[src/rtl/spi_reg_pkg.sv]
// Shared types and command-byte layout for the SPI register controller.
package spi_reg_pkg;

  typedef enum logic [2:0] {
    IDLE,
    CMD_WAIT,
    DECODE,
    DATA_POP,
    DATA_WAIT,
    EXEC,
    PUSH
  } state_t;

  localparam int CMD_W_BIT = 7;
  localparam int CMD_B_BIT = 6;
  localparam int ADDR_W    = 6;

  localparam logic [7:0] TX_PLACEHOLDER = 8'h00;
  localparam logic [7:0] RD_OOR         = 8'hFF;

endpackage

[src/rtl/spi_reg_bank.sv]
// Register bank: NUM_REGS x 8 storage at addresses 1..NUM_REGS, read-only ID at 0.
module spi_reg_bank
  import spi_reg_pkg::*;
#(
  parameter int         NUM_REGS = 8,
  parameter logic [7:0] ID_VALUE = 8'hA5
) (
  input  logic                  clk,
  input  logic                  rst,
  input  logic                  wr_en,
  input  logic [ADDR_W-1:0]     addr,
  input  logic [7:0]            wr_data,
  output logic [7:0]            rd_data,
  output logic                  hit,
  output logic                  is_id,
  output logic [NUM_REGS*8-1:0] regs_flat
);

  logic [7:0] regs [1:NUM_REGS];

  assign is_id = (addr == '0);
  assign hit   = !is_id && (int'(addr) <= NUM_REGS);

  // NOTE: this is a small flop bank exposed as configuration, not a RAM, so every entry is reset.
  always_ff @(posedge clk or posedge rst) begin
    if (rst) begin
      for (int i = 1; i <= NUM_REGS; i++) regs[i] <= '0;
    end else if (wr_en && hit) begin
      for (int i = 1; i <= NUM_REGS; i++)
        if (addr == ADDR_W'(i)) regs[i] <= wr_data;
    end
  end

  always_comb begin
    rd_data = is_id ? ID_VALUE : RD_OOR;
    for (int i = 1; i <= NUM_REGS; i++)
      if (addr == ADDR_W'(i)) rd_data = regs[i];
  end

  for (genvar n = 1; n <= NUM_REGS; n++) begin : g_flat
    assign regs_flat[(n-1)*8 +: 8] = regs[n];
  end

endmodule

[src/rtl/spi_reg_controller.sv]
// Sequences RX FIFO command/data bytes into register-bank accesses, one TX response per RX byte.
module spi_reg_controller
  import spi_reg_pkg::*;
#(
  parameter int         NUM_REGS = 8,
  parameter logic [7:0] ID_VALUE = 8'hA5
) (
  input  logic                  clk,
  input  logic                  rst,
  input  logic                  cs_n,
  input  logic [7:0]            rx_data,
  input  logic                  rx_empty,
  output logic                  rx_rd_en,
  output logic [7:0]            tx_data,
  input  logic                  tx_full,
  output logic                  tx_wr_en,
  output logic [NUM_REGS*8-1:0] regs_flat,
  output logic                  err,
  output logic                  busy
);

  state_t              state, next_state;
  logic                cs_n_q, cs_rise;
  logic                cmd_w, cmd_b, cmd_phase;
  logic [ADDR_W-1:0]   addr;
  logic [7:0]          data;
  logic [7:0]          rd_data;
  logic                hit, is_id;

  assign cs_rise = cs_n && !cs_n_q;

  spi_reg_bank #(.NUM_REGS(NUM_REGS), .ID_VALUE(ID_VALUE)) u_bank (
    .clk       (clk),
    .rst       (rst),
    .wr_en     ((state == EXEC) && cmd_w),
    .addr      (addr),
    .wr_data   (data),
    .rd_data   (rd_data),
    .hit       (hit),
    .is_id     (is_id),
    .regs_flat (regs_flat)
  );

  always_ff @(posedge clk or posedge rst) begin
    if (rst) begin
      state  <= IDLE;
      cs_n_q <= 1'b1;
    end else begin
      state  <= next_state;
      cs_n_q <= cs_n;
    end
  end

  // NOTE: next_state gets a default before the case so no path leaves it unassigned (no latch).
  always_comb begin
    next_state = state;
    unique case (state)
      IDLE:      if (!rx_empty) next_state = CMD_WAIT;
      CMD_WAIT:  next_state = DECODE;
      DECODE:    next_state = PUSH;
      PUSH:      if (!tx_full) next_state = (cmd_b || (cmd_w && cmd_phase)) ? DATA_POP : IDLE;
      DATA_POP:  if (!rx_empty) next_state = DATA_WAIT;
      DATA_WAIT: next_state = EXEC;
      EXEC:      next_state = PUSH;
      default:   next_state = IDLE;
    endcase
    // Frame end wins over everything; a strobe issued this cycle still completes.
    if (cs_rise && state != IDLE) next_state = IDLE;
  end

  always_comb begin
    rx_rd_en = !rst && !rx_empty && (state == IDLE || state == DATA_POP);
    tx_wr_en = !rst && !tx_full && (state == PUSH);
    busy     = (state != IDLE);
  end

  always_ff @(posedge clk or posedge rst) begin
    if (rst) begin
      cmd_w     <= 1'b0;
      cmd_b     <= 1'b0;
      cmd_phase <= 1'b0;
      addr      <= '0;
      data      <= '0;
      tx_data   <= '0;
      err       <= 1'b0;
    end else begin
      case (state)
        CMD_WAIT: begin
          cmd_w     <= rx_data[CMD_W_BIT];
          cmd_b     <= rx_data[CMD_B_BIT];
          addr      <= rx_data[ADDR_W-1:0];
          cmd_phase <= 1'b1;
        end
        DECODE: begin
          if (cmd_w) begin
            tx_data <= TX_PLACEHOLDER;
          end else begin
            tx_data <= rd_data;
            if (!hit && !is_id) err <= 1'b1;
          end
        end
        DATA_WAIT: begin
          data      <= rx_data;
          cmd_phase <= 1'b0;
        end
        EXEC: begin
          if (cmd_w) begin
            tx_data <= data;
            if (is_id)     err <= 1'b0;
            else if (!hit) err <= 1'b1;
          end else begin
            tx_data <= rd_data;
            if (!hit && !is_id) err <= 1'b1;
          end
          if (cmd_b) addr <= addr + ADDR_W'(1);
        end
        default: ;
      endcase
    end
  end

endmodule

[config.mk]
export PLATFORM = sky130hd
export DESIGN_NAME = spi_reg_controller
export DESIGN_NICKNAME = d
export VERILOG_FILES = /design/src/rtl/spi_reg_pkg.sv /design/src/rtl/spi_reg_bank.sv /design/src/rtl/spi_reg_controller.sv
export SDC_FILE = /design/constraint.sdc
export NUM_CORES = 1
export LEC_CHECK = 0
export ABC_CLOCK_PERIOD_IN_PS = 5600
export CAP_MARGIN = 20
export CORE_ASPECT_RATIO = 0.8
export CORE_MARGIN = 2
export CORE_UTILIZATION = 59
export CTS_BUF_LIST = sky130_fd_sc_hd__clkbuf_8
export CTS_CLUSTER_DIAMETER = 150
export DETAILED_ROUTE_END_ITERATION = 6
export PLACE_DENSITY = 0.93
export SLEW_MARGIN = 20
export SYNTH_ARGS = -nofsm -noshare
export SYNTH_HDL_FRONTEND = slang
export SYNTH_SLANG_ARGS = --single-unit
[constraint.sdc]
create_clock -name clk -period 5.6 [get_ports clk]
set_input_delay 1.12 -clock clk [delete_from_list [all_inputs] [get_ports clk]]
set_output_delay 1.12 -clock clk [all_outputs]
set_load 0.005 [all_outputs]
# Yosys cells after proc, flatten, opt, wreduce, memory -nomap -nowiden

Cells that the tools add are included.

Register bits: 94
Word-level logic and storage cells: 103
Output and inout bits: 76
Input port bits: 13

Magnitude comparators: 1
Add/subtract/negate cells: 1
Equality and inequality tests: 20
Reductions and logical operators: 37
Muxes and demuxes: 27

Operator list:

| kind                                                 | number |
|---|---|
| two-way mux 8 bit                                    | 10 |
| equality test 6 x 3 -> 1 bit (second input constant) | 4 |
| case mux 3 bit (6 select lines)                      | 1 |
| AND reduction 2 bit                                  | 9 |
| case mux 8 bit (2 select lines)                      | 1 |
| equality test 6 x 2 -> 1 bit (second input constant) | 2 |
| two-way mux 3 bit                                    | 4 |
| case mux 6 bit (2 select lines)                      | 1 |
| logical AND 1 bit                                    | 11 |
| equality test 3 bit (second input constant)          | 3 |
| != test 3 bit (second input constant)                | 3 |
| two-way mux 7 bit                                    | 1 |
| adder 6 x 1 -> 6 bit (second input constant)         | 1 |
| equality test 3 x 2 -> 1 bit (second input constant) | 2 |
| equality test 6 x 1 -> 1 bit (second input constant) | 1 |
| equality test 6 x 4 -> 1 bit (second input constant) | 1 |
| <= comparator 6 x 4 -> 1 bit (second input constant) | 1 |
| zero test 1 bit                                      | 6 |
| zero test 6 bit                                      | 1 |
| two-way mux 6 bit                                    | 1 |
| AND reduction 3 bit                                  | 2 |
| nonzero test 2 bit                                   | 3 |
| two-way mux 1 bit                                    | 5 |
| != test 2 bit (second input constant)                | 2 |
| 8 further kinds                                      | 10 |

# Depth between registers and ports, before layout

Gate-level depths: netlist of run 1.

Depth in word-level cells: 12
Mapped depth: 9
Gate-level depth less buffers: 7

# By module

A second synthesis of run 1 with hierarchy kept.

Cells, all modules: 396
Area total of the unflattened synthesis: 4694.5 um2

Modules (own cells, without submodules):

| module             | area an instance (um2) | instances | sequential area each (um2) | cells each |
|---|---|---|---|---|
| spi_reg_bank       | 3116.7                 | 1         | 1601.5                     | 237 |
| spi_reg_controller | 1577.8                 | 1         | 752.0                      | 159 |

# Worst setup path before layout of run 1

Ideal clock, no wire load.

Path kind: input port to output port
Start point: input rst
End point: output rx_rd_en
Path slack: 3.064 ns
Arrival time: 1.416 ns
Stages on the path: 1
Path through: nor4_1

Word-level cells in the longest chain between the ends: 3

Ends and longest elaborated chain:

| element                          | line                     | text |
|---|---|---|
| start: declaration               | spi_reg_controller.sv:9  | `input logic rst,` |
| zero test 1 bit (no source line) | n/a                      |  |
| logical AND 1 bit (2 in series)  | spi_reg_controller.sv:72 | `rx_rd_en = !rst && !rx_empty && (state == IDLE \|\| state == DATA_POP);` |
| end: declaration                 | spi_reg_controller.sv:13 | `output logic rx_rd_en,` |

No other way between the ends.

# Final worst setup path of run 1

Start point: input rst
End point: output tx_wr_en

Word-level cells in the longest chain between the ends: 3

Ends and longest elaborated chain:

| element                          | line                     | text |
|---|---|---|
| zero test 1 bit (no source line) | n/a                      |  |
| logical AND 1 bit (2 in series)  | spi_reg_controller.sv:73 | `tx_wr_en = !rst && !tx_full && (state == PUSH);` |
| end: declaration                 | spi_reg_controller.sv:16 | `output logic tx_wr_en,` |

No other way between the ends.

==> reports/qor.csv, run 1 <==
metric,value,unit
status,completed,
Pint,1524,µW
WP data arrival,2450,ps
ranking of synthesized cells by area,"dfrtp_1 47%, mux2_2 17%, a21oi_1 3.3%",
DR pass1 iterations,6,
synthesized netlist cell count,465,
post-route minimum period,3566,ps
Post-CTS Setup Inserts,0,
Combinational Power Share,36.7,%
Final period util,63.68,%
GP Congestion,0.9158,
Post-CTS Resized,0,
crit start category,input port,
Skew-Pair Late Insertion Delay,370,ps
starting density of the core,61.53,%
layout cell share with drive strength beyond 1,20.83,%
Core Area,8055,µm²
Top Ports,89,
Worst path max stage delay,550,ps
worst-case clock buffer depth,2,
layout net count,546,
num rows,29,
Worst EP required,4480,ps
initial antenna violation count,0,
Min-Delay Path Class,reg -> reg,
net count after synthesis,483,
H-tree depth,3,
Vias per Instance,6.596,
DRC viols,0,
Horiz. Die Dim,106.5,µm
CP Capture Type,output pin,
Layout area overhead,23.00,%
sw frac,41.19,%
Yosys Warn Count,0,
ant diodes,0,
Detailed Route Iter0 Violations,463,
register share of total power,42.4,%
CP Max Fanout,3,
Synth Flop Type,dfrtp_1,
Max IR drop VDD,0.3526,mV
first-pass GRT wire length,21.86,mm
Post-Syn Area per Cell,10.66,µm²
final-report setup violation count,0,
CTS tree,yes,
IO buf count,88,
Sw Pwr,1067,µW
Die Area,9154,µm²
Clock transition at path regs,90,ps
CP dominant cell by count,clkdlybuf4s50_1,
DP Area,5846,µm²
post-synth top area share,46.96,%
"Design Area, Final",6096,µm²
final hold viol count,0,
Power Density,425.0,nW/µm²
GRT overflow,0,
setup TNS,0,ps
die height,85.98,µm
Slew Limit Fails,0,
Setup Skew,10.71,ps
"Hold-fix buffers, CTS",0,
Slew headroom,30.38,%
number of enable flip-flop cells after synthesis,0,
post-synthesis cell area,4956,µm²
via count,4228,
Setup Crit Path Kind,in -> out,
register area share after synthesis,47.49,%
Post-DP HPWL,9.338,mm
cells along the critical path,clkdlybuf4s50_1 -> nor4_1 -> clkdlybuf4s50_1,
vias in the first global route,4161,
static leakage,0.002581,µW
largest net degree at the start of global routing,62,
WL/cell,21.44,µm
FMAX,280.4,MHz
TritonCTS Buffers,9,
Max Cap Viol,0,
Clock Sinks,94,
largest area contributor in the netlist,dfrtp_1,
ys async rst share,100.0,%
most frequent cell after synthesis,dfrtp_1,
Root Buffer,clkbuf_8,
Yosys cell types,50,
DRT antenna net count,0,
Detailed Route WL,13.74,mm
slowest stage cell on the critical path,clkdlybuf4s50_1,
Commonest cells post-synth,"93 x dfrtp_1, 74 x mux2_2, 33 x a21oi_1, 33 x nand2_1, 23 x clkbuf_1",
Tot GR Track Use,30.86,%
RSZ-0062 raised after global routing,false,
Clock power frac,20.9,%
Worst Max-Slew Pin Slew,1044,ps
Yosys reg bits,94,
state kept, by name, summed over array words and instances, names as in the netlist:
| signal | flops |
|---|---|
| cs_n_q | 1 |
| cmd_phase | 1 |
| u_bank.regs_flat | 64 |
| addr | 6 |
| err | 1 |
| cmd_w | 1 |
| cmd_b | 1 |
| state | 3 |
| data | 8 |
| tx_data | 8 |
critical path, delay by kind of cell:
| kind | cells | cell delay [ps] |
|---|---|---|
| AND/OR/NAND/NOR | 1 | 290 |
| buffers and inverters | 2 | 1030 |
cells by family (layout without fill, tap and decap cells):
logic type	Yosys count	after routing	share of synthesized area (%)
AND/OR/NAND/NOR	115	115	13.94
buffers and inverters	59	127	4.670
AO/OA/AOI/OAI	116	116	15.45
flip-flops	94	94	47.49
XOR/XNOR	1	1	0.1768
adder cells (fa/ha/maj)	5	5	1.262
multiplexers	75	75	17.02
path summary, 6_finish.rpt:
check | depth (start not counted) | to | slack [ps] | from
max in group asynchronous | 3 | u_bank.regs_flat[41] | 3380 | rst
min in group asynchronous | 2 | u_bank.regs_flat[44] | 1310 | rst
worst min-delay path | 1 | u_bank.regs_flat[11] | 540 | u_bank.regs_flat[11]
worst max-delay path | 3 | tx_wr_en | 2030 | rst
worst min register to register | 1 | u_bank.regs_flat[11] | 540 | u_bank.regs_flat[11]
worst max register to register | 5 | u_bank.regs_flat[2] | 2210 | state[0]
routing by layer:
metal / vias to the layer above / GRT usage [%] / routed length [µm]
met5: - / 0 / 0
met4: 0 / 9.091 / 303
met2: 284 / 50.76 / 6647
met1: 2079 / 40.74 / 5359
met3: 36 / 8.207 / 1430
li1: 1829 / - / -
power by group through the flow:
stage / combinational [µW] / sequential, µW / clock, µW
5_1_grt: 1030 / 1120 / 568
6_report: 950 / 1100 / 543
3_5_place_dp: 912 / 1090 / 0
4_1_cts: 933 / 1080 / 543
3_3_place_gp: 867 / 1070 / 0
2_1_floorplan: 832 / 871 / 0
cell usage in the layout (no fill, tap or decap), types with 13 or more instances in the layout:
| cell type | netlist | routed |
|---|---|---|
| o22ai_1 | 15 | 15 |
| inv_1 | 20 | 19 |
| mux2_2 | 74 | 74 |
| nor2_1 | 16 | 16 |
| a21oi_1 | 33 | 33 |
| clkdlybuf4s50_1 | 0 | 88 |
| nand2_1 | 33 | 33 |
| nand3_1 | 13 | 13 |
| dfrtp_1 | 93 | 93 |
| o21ai_0 | 17 | 17 |
area by class of cell:
cell class / count / area [µm²]
clock buffer: 9 / 123.9
clock inverter: 7 / 120.1
fill: 544 / 1959
inverter: 20 / 77.57
multi-input combinational: 312 / 2382
sequential: 94 / 2354
tap: 108 / 135.1
timing repair buffer: 91 / 903.4
metrics by stage:
stage	instances	hold slack, ps	power (µW)	utilization (%)	worst slack (ps)
final	641	539.5	2591	75.68	2034
after global routing	641	559.7	2718	75.68	1914
after CTS	641	540.2	2556	75.60	2051
after detailed placement	625	520.7	2003	72.57	2048
after global placement	625	499.8	1942	72.57	2091
after floorplan	465	486.0	1703	-	2033
(Power assumes the default switching activity.)
==> run 2: changes to the inputs <==
--- a/config.mk
+++ b/config.mk
@@ -5,15 +5,15 @@
 export SDC_FILE = /design/constraint.sdc
 export NUM_CORES = 1
 export LEC_CHECK = 0
-export ABC_CLOCK_PERIOD_IN_PS = 5600
+export ABC_CLOCK_PERIOD_IN_PS = 2900
 export CAP_MARGIN = 20
 export CORE_ASPECT_RATIO = 0.8
 export CORE_MARGIN = 2
-export CORE_UTILIZATION = 59
+export CORE_UTILIZATION = 49
 export CTS_BUF_LIST = sky130_fd_sc_hd__clkbuf_8
 export CTS_CLUSTER_DIAMETER = 150
 export DETAILED_ROUTE_END_ITERATION = 6
-export PLACE_DENSITY = 0.93
+export PLACE_DENSITY = 0.83
 export SLEW_MARGIN = 20
 export SYNTH_ARGS = -nofsm -noshare
 export SYNTH_HDL_FRONTEND = slang
==> constraint.sdc (replaced) <==
create_clock -name clk -period 2.9 [get_ports clk]
set_input_delay 0.58 -clock clk [delete_from_list [all_inputs] [get_ports clk]]
set_output_delay 0.58 -clock clk [all_outputs]
set_load 0.005 [all_outputs]
==> reports/qor.csv, run 2 (synthesis gave the netlist of run 1 again) <==
metric,value,unit
final hold viol count,0,
DRT antenna net count,0,
Top Ports,89,
vias in the first global route,4038,
CP startpoint,state[0],
cells along the critical path,nand2b_1 -> nand2_1 -> nor4_1 -> clkdlybuf4s50_1,
Post-CTS Setup Inserts,0,
Horiz. Die Dim,116.4,µm
crit start category,flop,
Post-DP HPWL,9.846,mm
WL/cell,20.11,µm
setup TNS,0,ps
CTS tree,yes,
layout cell share with drive strength beyond 1,22.06,%
Clock Sinks,94,
Tot GR Track Use,26.03,%
DRC viols,0,
fillers,757,
post-route minimum period,2690,ps
RSZ-0062 raised after global routing,false,
Detailed Route WL,13.68,mm
static leakage,0.002627,µW
Worst Max-Slew Pin Slew,802.8,ps
Core Area,9729,µm²
Worst R2R Path Depth,6,
end point of the critical path,rx_rd_en,
IO buf count,88,
layout net count,557,
most frequent cells in the layout,"93 x dfrtp_1, 88 x clkdlybuf4s50_1, 74 x mux2_2",
worst r2r dst,u_bank.regs_flat[57],
via count,4169,
global-route met1 utilization,36.19,%
Vias per Instance,6.131,
die height,93.95,µm
Final period util,92.76,%
TritonCTS Buffers,9,
worst r2r src,addr[0],
"Hold-fix buffers, CTS",0,
Layout area overhead,25.40,%
worst-case clock buffer depth,2,
CP Max Fanout,17,
Setup Crit Path Kind,reg -> out,
status,completed,
Worst EP required,2320,ps
slowest stage cell on the critical path,dfrtp_1,
Setup Skew,10.23,ps
Skew-Pair Late Insertion Delay,370,ps
starting density of the core,50.94,%
largest net degree at the start of global routing,36,
Root Buffer,clkbuf_8,
CP Capture Type,output pin,
Slew Limit Fails,0,
DR pass1 iterations,5,
"most common cell after layout, fill and taps aside",dfrtp_1,
Worst path max stage delay,620,ps
GRT overflow,0,
max reg flops,64,
Post-CTS Resized,0,
Clock transition at path regs,90,ps
H-tree depth,3,
"reg-to-reg slack, setup",290,ps
num rows,32,
post-layout util,63.88,%
M2 GR Usage,41.86,%
WP data arrival,2110,ps
Power Density,798.4,nW/µm²
Max Cap Viol,0,
Die Area,10940,µm²
pre-CTS WS,325.9,ps
initial antenna violation count,0,
GR Layer Usage met3,5.290,%
final-report setup violation count,0,
Detailed Route Iter0 Violations,351,
Min-Delay Path Class,reg -> reg,
first-pass GRT wire length,21.62,mm
ant diodes,0,
Slew headroom,46.37,%
GP Congestion,0.9281,
final worst slack,210.1,ps
Max IR drop VDD,0.5629,mV
FMAX,371.8,MHz
Top Usage Layer GRT,met2,
[run 2: worst min path at each step]
stage	start	end	slack, ps	depth (start not counted)
6_report	u_bank.regs_flat[2]	u_bank.regs_flat[2]	550	1
5_1_grt	u_bank.regs_flat[26]	u_bank.regs_flat[26]	570	1
4_1_cts	u_bank.regs_flat[1]	u_bank.regs_flat[1]	550	1
3_5_place_dp	u_bank.regs_flat[1]	u_bank.regs_flat[1]	530	1
3_3_place_gp	cmd_phase	cmd_phase	510	2
2_1_floorplan	cmd_phase	cmd_phase	490	2
[run 2: cell type report]
class / count / area, µm² / area share (%)
Clock inverter: 6 / 86.33 / 1.389
Timing Repair Buffer: 102 / 1011 / 16.27
Clock buffer: 10 / 137.6 / 2.215
Multi-Input combinational cell: 312 / 2377 / 38.25
Sequential cell: 94 / 2354 / 37.87
Inverter: 20 / 78.83 / 1.268
Tap cell: 136 / 170.2 / 2.738
[run 2: per-layer routing]
layer	wire (µm)	part of all wire (%)	up-vias
li1	-	-	1844
met4	116	0.85	0
met1	5830	43	2097
met3	1132	8.3	12
met5	0	0	-
met2	6595	48	216
[run 2: worst max-delay path: cells and delay by family (launching register included)]
family	cells	cell delay, ps
flops	1	620
simple gates	3	580
buf+inv	1	550
[run 2: power by group]
group / switching [µW] / leakage [µW] / internal [µW]
registers: 504 / 0.00124 / 1530
logic: 1060 / 0.00128 / 894
clock network: 469 / 0.000106 / 506
[run 2: metrics by stage]
| stage | cell area, µm² | hold WS [ps] | cells | power [µW] |
|---|---|---|---|---|
| after floorplan | 4960 | 486.0 | 465 | 3289 |
| after global placement | 5991 | 506.3 | 664 | 3853 |
| after detailed placement | 5991 | 526.6 | 664 | 3956 |
| after CTS | 6215 | 545.9 | 680 | 4928 |
| after global routing | 6215 | 568.9 | 680 | 5239 |
| final | 6215 | 547.2 | 680 | 4962 |
==> run 3: changes to the inputs <==
--- a/config.mk
+++ b/config.mk
@@ -8,7 +8,7 @@
 export ABC_CLOCK_PERIOD_IN_PS = 2900
 export CAP_MARGIN = 20
 export CORE_ASPECT_RATIO = 0.8
-export CORE_MARGIN = 2
+export CORE_MARGIN = 10
 export CORE_UTILIZATION = 49
 export CTS_BUF_LIST = sky130_fd_sc_hd__clkbuf_8
 export CTS_CLUSTER_DIAMETER = 150
==> reports/qor.csv, run 3 (synthesis gave the netlist of run 1 again) <==
metric,value,unit
GRT overflow,0,
Die Area,14560,µm²
end point of the critical path,rx_rd_en,
Final period util,93.02,%
Setup Crit Path Kind,reg -> out,
DRT antenna net count,0,
layout cell share with drive strength beyond 1,22.57,%
Max IR drop VDD,0.4882,mV
WP data arrival,2120,ps
"Power, Total",4906,µW
Vias per Instance,6.032,
Slew headroom,54.92,%
first-pass GRT wire length,22.87,mm
DR pass1 iterations,5,
vias in the first global route,4104,
Worst EP required,2320,ps
via count,4108,
Layout area overhead,24.89,%
CP startpoint,state[0],
H-tree depth,3,
Detailed Route Iter0 Violations,423,
status,completed,
setup TNS,0,ps
fillers,803,
Worst R2R Path Depth,6,
TritonCTS Buffers,9,
largest net degree at the start of global routing,48,
Max Cap Viol,0,
Root Buffer,clkbuf_8,
layout net count,558,
num rows,32,
Power Density,792.5,nW/µm²
crit start category,flop,
worst r2r dst,u_bank.regs_flat[57],
worst hold slack,538.9,ps
WL/cell,20.88,µm
CTS tree,yes,
initial antenna violation count,0,
DP Area,5986,µm²
starting density of the core,50.73,%
GP Congestion,0.9009,
Tot GR Track Use,19.47,%
final hold viol count,0,
Clock Sinks,94,
Skew-Pair Late Insertion Delay,370,ps
IO buf count,88,
Post-CTS Setup Inserts,0,
FMAX,370.7,MHz
die height,110.0,µm
Detailed Route WL,14.22,mm
CP Max Fanout,13,
Slew Limit Fails,0,
Top Ports,89,
Setup Skew,15.30,ps
Min-Delay Path Class,reg -> reg,
ant diodes,0,
most frequent cells in the layout,"92 x dfrtp_1, 88 x clkdlybuf4s50_1, 74 x mux2_2",
Horiz. Die Dim,132.4,µm
worst-case clock buffer depth,2,
Post-DP HPWL,10.59,mm
RSZ-0062 raised after global routing,false,
"Design Area, Final",6190,µm²
final-report setup violation count,0,
CP Capture Type,output pin,
static leakage,0.002619,µW
"Hold-fix buffers, CTS",0,
Core Area,9769,µm²
post-route minimum period,2698,ps
DRC viols,0,
"reg-to-reg slack, setup",360,ps
hold path startpoint,u_bank.regs_flat[2],
Clock transition at path regs,100,ps
"most common cell after layout, fill and taps aside",dfrtp_1,
Worst Max-Slew Pin Slew,671.7,ps
max reg flops,64,
worst r2r src,addr[0],
## run 3: timing repair
item,in CTS,in global routing
gates resized for setup,0,1
endpoints found under the hold margin,0,0
setup endpoints to repair,0,1
## run 3: how the worst min path moves through the flow
stage | end | slack [ps] | cells past startpoint
2_1_floorplan | cmd_phase | 490 | 2
3_3_place_gp | cmd_phase | 500 | 2
3_5_place_dp | cmd_phase | 510 | 2
4_1_cts | cmd_phase | 540 | 2
5_1_grt | u_bank.regs_flat[6] | 560 | 1
6_report | u_bank.regs_flat[2] | 540 | 1
## run 3: final cells by class
class / count / area, µm² / share of cell area, %
clock inverters: 7 / 78.83 / 1.273
multi-input cells: 312 / 2377 / 38.41
well taps: 136 / 170.2 / 2.749
clock buffers: 9 / 123.9 / 2.001
flip-flops and latches: 94 / 2355 / 38.04
repair buffers: 103 / 1006 / 16.25
inverters: 20 / 78.83 / 1.273
## run 3: worst max-delay path: stages (launching register included)
cell and delay, ps:
dfrtp_1 600, nand2b_1 330, nand2_1 90, nor4_1 170, clkdlybuf4s50_1 560
## run 3: report_power, final
part	total [µW]	leakage [µW]	internal (µW)	switching [µW]
Clock	906	0.0000982	409	497
Sequential	2040	0.00124	1530	513
Combinational	1960	0.00128	906	1050
Total	4910	0.00262	2840	2060
## run 3: layer usage
layer	vias to the layer above	share of wire, %	track usage, %
met3	18	7.3	4.786
li1	1849	-	-
met5	-	0	0
met1	2071	45	26.15
met4	0	1.6	6.270
met2	170	46	30.56
## run 3: metrics by stage
step	util, %	setup slack [ps]	std cells
6_report	63.36	202.4	681
5_1_grt	63.36	19.43	681
4_1_cts	63.35	218.7	681
3_5_place_dp	61.27	427.9	665
3_3_place_gp	61.27	438.0	665
2_1_floorplan	-	490.9	465
